[src/rtl/usr_nbit_bh_if.sv]
// usr_nbit_bh_if: bus bundle for the universal shift register.
// The master drives mode/data/burst requests. The slave (usr_nbit_bh)
// returns the stage contents, the serial outputs and burst status.
// state_dbg mirrors the burst FSM state: 0 IDLE, 1 RUN.
interface usr_nbit_bh_if #(
  parameter int N  = 8,
  parameter int W  = 1,
  parameter int CW = 4
);
  logic           en_in;
  logic [1:0]     mode_in;
  logic [W-1:0]   sr_in;
  logic [W-1:0]   sl_in;
  logic [N*W-1:0] p_in;
  logic           start_in;
  logic [CW-1:0]  cnt_in;
  logic [N*W-1:0] p_out;
  logic [W-1:0]   sr_out;
  logic [W-1:0]   sl_out;
  logic           busy_out;
  logic           done_out;
  logic           state_dbg;

  modport master (
    output en_in, mode_in, sr_in, sl_in, p_in, start_in, cnt_in,
    input  p_out, sr_out, sl_out, busy_out, done_out, state_dbg
  );

  modport slave (
    input  en_in, mode_in, sr_in, sl_in, p_in, start_in, cnt_in,
    output p_out, sr_out, sl_out, busy_out, done_out, state_dbg
  );
endinterface

[src/rtl/usr_nbit_bh.sv]
// usr_nbit_bh: N-stage, W-bit-lane universal shift register with hold,
// shift right, shift left and parallel load, plus a counted burst engine.
// Optional feature macro: USR_ROTATE_EN (shifts rotate; sr_in/sl_in ignored).
// Lane k lives at p_out[k*W +: W]. Right shift moves lane k+1 into lane k.
// CW must satisfy 2**CW - 1 >= N so that a full-length burst can be requested.
//
// Burst handshake: start_in is a one-cycle request sampled only in IDLE, and
// only when mode_in selects a shift direction (01 or 10). The accepting edge
// latches the direction and cnt_in and performs no shift. busy_out is high
// while the burst runs. done_out pulses for exactly one cycle when the burst
// finishes, or right after acceptance when cnt_in is 0. A new request may be
// presented during the cycle in which done_out is high.
module usr_nbit_bh #(
  parameter int N  = 8,
  parameter int W  = 1,
  parameter int CW = 4
) (
  input  logic           clk,
  input  logic           reset_al_in,
  usr_nbit_bh_if.slave   bus
);

  typedef enum logic {
    IDLE = 1'b0,
    RUN  = 1'b1
  } state_t;

  localparam int PW = N * W;
  localparam logic [CW-1:0] CNT_ZERO = '0;
  localparam logic [CW-1:0] CNT_ONE  = CW'(1);

  state_t         state_q, state_d;
  logic           dir_q, dir_d;      // 0 = right, 1 = left
  logic [CW-1:0]  cnt_q, cnt_d;
  logic [PW-1:0]  stages_q, stages_d;
  logic           done_q, done_d;
  logic [PW-1:0]  shr_v, shl_v;
  logic           start_ok;

`ifdef USR_ROTATE_EN
  // Rotate: the lane leaving one end re-enters at the other end.
  assign shr_v = {stages_q[W-1:0], stages_q[PW-1:W]};
  assign shl_v = {stages_q[PW-W-1:0], stages_q[PW-1 -: W]};
  logic unused_serial;
  assign unused_serial = ^{bus.sr_in, bus.sl_in};
`else
  // Plain shift: serial inputs enter and the outgoing lane is discarded.
  assign shr_v = {bus.sr_in, stages_q[PW-1:W]};
  assign shl_v = {stages_q[PW-W-1:0], bus.sl_in};
`endif

  // A burst request counts only when it names a shift direction.
  assign start_ok = bus.start_in && ((bus.mode_in == 2'b01) || (bus.mode_in == 2'b10));

  // Next-state, next-data and done pulse for the burst FSM and storage.
  always_comb begin
    state_d  = state_q;
    dir_d    = dir_q;
    cnt_d    = cnt_q;
    stages_d = stages_q;
    done_d   = 1'b0;
    case (state_q)
      IDLE: begin
        if (start_ok) begin
          dir_d = (bus.mode_in == 2'b10);
          cnt_d = bus.cnt_in;
          if (bus.cnt_in == CNT_ZERO) begin
            done_d = 1'b1;
          end else begin
            state_d = RUN;
          end
        end else if (bus.en_in) begin
          case (bus.mode_in)
            2'b01:   stages_d = shr_v;
            2'b10:   stages_d = shl_v;
            2'b11:   stages_d = bus.p_in;
            default: stages_d = stages_q;
          endcase
        end
      end
      RUN: begin
        stages_d = dir_q ? shl_v : shr_v;
        cnt_d    = cnt_q - CNT_ONE;
        // A count at or below one ends the burst on this edge.
        if (cnt_q <= CNT_ONE) begin
          cnt_d   = CNT_ZERO;
          state_d = IDLE;
          done_d  = 1'b1;
        end
      end
      default: state_d = IDLE;
    endcase
  end

  // State, counter, direction, storage and done registers.
  always_ff @(posedge clk or negedge reset_al_in) begin
    if (!reset_al_in) begin
      state_q  <= IDLE;
      dir_q    <= 1'b0;
      cnt_q    <= CNT_ZERO;
      stages_q <= '0;
      done_q   <= 1'b0;
    end else begin
      state_q  <= state_d;
      dir_q    <= dir_d;
      cnt_q    <= cnt_d;
      stages_q <= stages_d;
      done_q   <= done_d;
    end
  end

  assign bus.p_out     = stages_q;
  assign bus.sr_out    = stages_q[W-1:0];
  assign bus.sl_out    = stages_q[PW-1 -: W];
  assign bus.busy_out  = (state_q == RUN);
  assign bus.done_out  = done_q;
  assign bus.state_dbg = state_q;

endmodule

[src/flat_wrapper.sv]
// flat-port wrapper written by rule: the top's interface ports become plain ports
module usr_nbit_bh_flat 
#(
  parameter int N  = 8,
  parameter int W  = 1,
  parameter int CW = 4
)
  (clk, reset_al_in, bus_en_in, bus_mode_in, bus_sr_in, bus_sl_in, bus_p_in, bus_start_in, bus_cnt_in, bus_p_out, bus_sr_out, bus_sl_out, bus_busy_out, bus_done_out, bus_state_dbg);
  usr_nbit_bh_if #(.N(N), .W(W), .CW(CW)) bus_i ();
  input  logic clk;
  input  logic reset_al_in;
  input wire logic [$bits(bus_i.en_in)-1:0] bus_en_in;
  input wire logic [$bits(bus_i.mode_in)-1:0] bus_mode_in;
  input wire logic [$bits(bus_i.sr_in)-1:0] bus_sr_in;
  input wire logic [$bits(bus_i.sl_in)-1:0] bus_sl_in;
  input wire logic [$bits(bus_i.p_in)-1:0] bus_p_in;
  input wire logic [$bits(bus_i.start_in)-1:0] bus_start_in;
  input wire logic [$bits(bus_i.cnt_in)-1:0] bus_cnt_in;
  output wire logic [$bits(bus_i.p_out)-1:0] bus_p_out;
  output wire logic [$bits(bus_i.sr_out)-1:0] bus_sr_out;
  output wire logic [$bits(bus_i.sl_out)-1:0] bus_sl_out;
  output wire logic [$bits(bus_i.busy_out)-1:0] bus_busy_out;
  output wire logic [$bits(bus_i.done_out)-1:0] bus_done_out;
  output wire logic [$bits(bus_i.state_dbg)-1:0] bus_state_dbg;
  assign bus_i.en_in = bus_en_in;
  assign bus_i.mode_in = bus_mode_in;
  assign bus_i.sr_in = bus_sr_in;
  assign bus_i.sl_in = bus_sl_in;
  assign bus_i.p_in = bus_p_in;
  assign bus_i.start_in = bus_start_in;
  assign bus_i.cnt_in = bus_cnt_in;
  assign bus_p_out = bus_i.p_out;
  assign bus_sr_out = bus_i.sr_out;
  assign bus_sl_out = bus_i.sl_out;
  assign bus_busy_out = bus_i.busy_out;
  assign bus_done_out = bus_i.done_out;
  assign bus_state_dbg = bus_i.state_dbg;
  usr_nbit_bh #(.N(N), .W(W), .CW(CW)) u_core (.clk(clk), .reset_al_in(reset_al_in), .bus(bus_i));
endmodule
[config.mk]
export PLATFORM = sky130hd
export DESIGN_NAME = usr_nbit_bh_flat
export DESIGN_NICKNAME = d
export VERILOG_FILES = /design/src/rtl/usr_nbit_bh_if.sv /design/src/rtl/usr_nbit_bh.sv /design/src/flat_wrapper.sv
export SDC_FILE = /design/constraint.sdc
export NUM_CORES = 1
export LEC_CHECK = 0
export ABC_CLOCK_PERIOD_IN_PS = 3400
export BUFFER_PORTS_ARGS = -buffer_cell sky130_fd_sc_hd__buf_4
export CAP_MARGIN = 0
export CORE_UTILIZATION = 40
export DETAILED_ROUTE_END_ITERATION = 10
export GPL_TIMING_DRIVEN = 0
export PLACE_DENSITY_LB_ADDON = 0.1
export SYNTH_ARGS = -nofsm -noshare
export SYNTH_HDL_FRONTEND = slang
export SYNTH_SLANG_ARGS = --single-unit
[constraint.sdc]
create_clock -name clk -period 3.4 [get_ports clk]
set_input_delay 0.34 -clock clk [delete_from_list [all_inputs] [get_ports clk]]
set_output_delay 0.34 -clock clk [all_outputs]
set_load 0.03 [all_outputs]
==> results by group <==
Outcome
  – Run status: finished, final reports clean

STA
  – TNS Setup: 0 ns
  – Hold_ws: ~0.32 ns
  – Hold Fails Final Rpt: 0
  – Slew Viols, Final: 0
  – Fin crit period: ~1.5 ns
  – Max frequency: 675 MHz
  – RSZ-0062 raised after global routing: no
  – Max transition margin: 71.1%
  – Fin worst setup slack: 1.92 ns
  – Setup-failing EPs final: 0
  – Fin crit share: roughly 44%
  – Final Skew: ~0.0046 ns
  – Worst Max-Slew Pin Slew: between 0.4 and 0.5 ns

Critical path
  – Setup crit end kind: flip-flop
  – Reg2reg start: u_core.cnt_q[0]
  – Slowest-stage cell, CP: dfrtp_1
  – Worst setup SP type: flip-flop
  – Cell Chain, Critical Path: inv_1 -> ha_1 -> nor2_1 -> o31ai_2 -> o22ai_1 -> o31a_1
  – Setup CP Type: reg2reg
  – CP Max Fanout: 5
  – Crit path launch: u_core.cnt_q[0]
  – Arr. time, crit path: 1.66 ns
  – CP peak stage delay: roughly 0.4 ns
  – Required @ worst endpoint: between 3 and 4 ns

Routing
  – Routed len/inst: 15.1 microns
  – Vias/cell: approximately 5.7
  – DRC: 0
  – DR vias: slightly below 1000
  – Post-DRT Antenna Nets: 0
  – Final WL: 2.57 mm
  – DRT Pass-1 Iters: 4
  – Initial drt markers: 12

Floorplan
  – Initial Util: 42.6%
  – Die Wd: 53.4 microns
  – Die area: around 0.0028 sq mm
  – Area of the core: about 0.0025 sq mm
  – Ports: 33
  – Rows: 18
  – Die height: ~53 microns

Pwr
  – Seq pwr share: between 30 and 40%
  – Cell area power density: 851 mW/mm^2
  – Leakage: 0.648 nW
  – Int Power: around 0.00063 W
  – Combinational Power Share: 60.1%
  – Peak supply drop: roughly 0.42 mV
  – Switching share of power: between 40% and 50%
  – Sw Pwr: 0.000533 W
  – Clock power share: 8.9%

Clock tree
  – CTS tree: built
  – Total CTS buffers: 3
  – Clock slew at reported path FFs: 0.09 ns
  – CTS H-tree depth: 1
  – Largest buffer count on any clock path: 2
  – Worst skew pair latency: ~0.28 ns
  – Root buffer cell: clkbuf_4
  – Post-CTS Setup Bufs: 0
  – TritonCTS Sinks: 15

Place
  – GP Congestion: 0.791
  – Post-Place Setup Slack: approximately 1.8 ns
  – Number of port buffers: 32
  – DP Cell Count: approximately 170
  – Detailed placer's ending HPWL: 1.82 mm

Logic synthesis
  – Avg Synthesized Cell Area: between 10 and 15 sq um
  – #FFs+latches synth: 15
  – Unique masters post-synth: 33
  – Synth warn: 0
  – Seq/Total Area, Yosys: between 30% and 40%
  – Synth top area share: a little over a third
  – Post-Syn Area: between 0.001 and 0.0015 sq mm
  – Area leader, netlist: dfrtp_1
  – Synth Instances: 103
  – Ranking of synthesized cells by area: dfrtp_1, mux2_1, a22o_1
  – Synth Net Count: approximately 130

Final layout
  – Ratio of cells with drive above 1 in the final layout: a little under two fifths
  – Layout net count: ~170
  – Most frequent cells in the layout: buf_4, dfrtp_1, a21oi_1
  – ANT cells: 0
  – Area Overhead vs Synth: 29.8%
  – Most common cell after layout, fill and taps aside: buf_4
  – Non-filler cells, final: 170
  – Fin util: between 50% and 60%
  – Fillers: 244

Hold path
  – Hold Path Origin: bus_sr_in
  – Worst Hold Class: in2reg

Global route
  – First-pass GRT wire length: about 4.4 mm
  – Vias in the first global route: about 990
  – Tot GR Track Use: between 20% and 30%
  – Total grt overflow: 0
  – Initial antenna violation count: 0
  – Largest net degree at the start of global routing: 16

Job
  – MaxCap Viol Count: 0
-- worst max-delay path, delay by kind of cell (launching register included) --
| family | cells | cell delay, ns |
|---|---|---|
| AO/OA/AOI/OAI | 3 | 0.62 |
| flip-flops | 1 | 0.40 |
| buffers and inverters | 1 | 0.09 |
| adder cells (fa/ha/maj) | 1 | 0.20 |
| AND/OR/NAND/NOR | 1 | 0.06 |
-- flip-flops by register name, indices dropped and copies added, names as in the netlist --
name,count
u_core.bus.p_out,8
u_core.cnt_q,4
u_core.bus.busy_out,1
u_core.bus.done_out,1
u_core.dir_q,1
-- power groups by stage --
stage	registers (W)	logic (W)	clock network, W
global placement	0.000359	0.000694	0
detailed placement	0.000364	0.000700	0
global route	0.000374	0.000771	0.000115
finish	0.000361	0.000700	0.000104
CTS	0.000360	0.000705	0.000109
floorplan	0.000435	0.000414	0
-- cells by family (layout without fill, tap and decap cells) --
group,after synthesis,after routing,synth area share [%]
fa+ha+maj,4,4,4.75
flops,15,15,35.6
buf+inv,12,49,7.35
mux,10,10,11.0
simple gates,18,18,11.6
compound gates,44,44,29.7
-- repair_timing --
action,in CTS,in global routing
hold buffers,1,0
hold endpoints to repair,15,0
resized for setup,0,0
-- layer usage --
layer	vias to the layer above	routed length, microns	GRT usage [%]
met4	0	34	4.82
li1	465	-	-
met2	33	1320	38.5
met3	4	149	6.61
met5	-	0	0
met1	475	1070	24.2
-- cell type report --
class                   instances  area [sq um]  area share (%)
repair buffers                 33           250            18.3
inverters                       4          15.0            1.10
flip-flops and latches         15           375            27.4
clock buffers                   4          26.3            1.92
multi-input cells              76           602            44.0
plain buffers                   8          62.6            4.57
well taps                      30          37.5            2.74
-- final timing paths --
| kind | to | slack, ns | depth (start not counted) |
|---|---|---|---|
| hold reg to reg | u_core.cnt_q[1] | 0.53 | 1 |
| max in group asynchronous | u_core.cnt_q[1] | 2.78 | 2 |
| setup reg to reg | u_core.cnt_q[1] | 1.92 | 6 |
| hold / removal | u_core.bus.p_out[7] | 0.32 | 3 |
| setup / recovery | u_core.cnt_q[1] | 1.92 | 6 |
| min in group asynchronous | u_core.bus.p_out[1] | 0.44 | 2 |
-- stage by stage --
step,total power [W],instance area (sq um)
2_1_floorplan,0.000848,1050
3_3_place_gp,0.00105,1330
3_5_place_dp,0.00106,1330
4_1_cts,0.00117,1370
5_1_grt,0.00126,1370
6_report,0.00116,1370
-- Yosys cell counts, drive strengths merged --
library cell and instances:
a211oi 1, a21o 1, a21oi 11, a221o 1
a22o 7, a22oi 8, a31oi 1, and2 1
and2b 1, buf 8, dfrtp 15, ha 4
inv 4, mux2 10, nand2 4, nand2b 2
nand3 1, nand4b 1, nor2 6, nor4 1
o21ai 8, o22ai 2, o311ai 1, o31a 1
o31ai 2, or3 1
No activity file was read; power rests on OpenSTA's default activity.
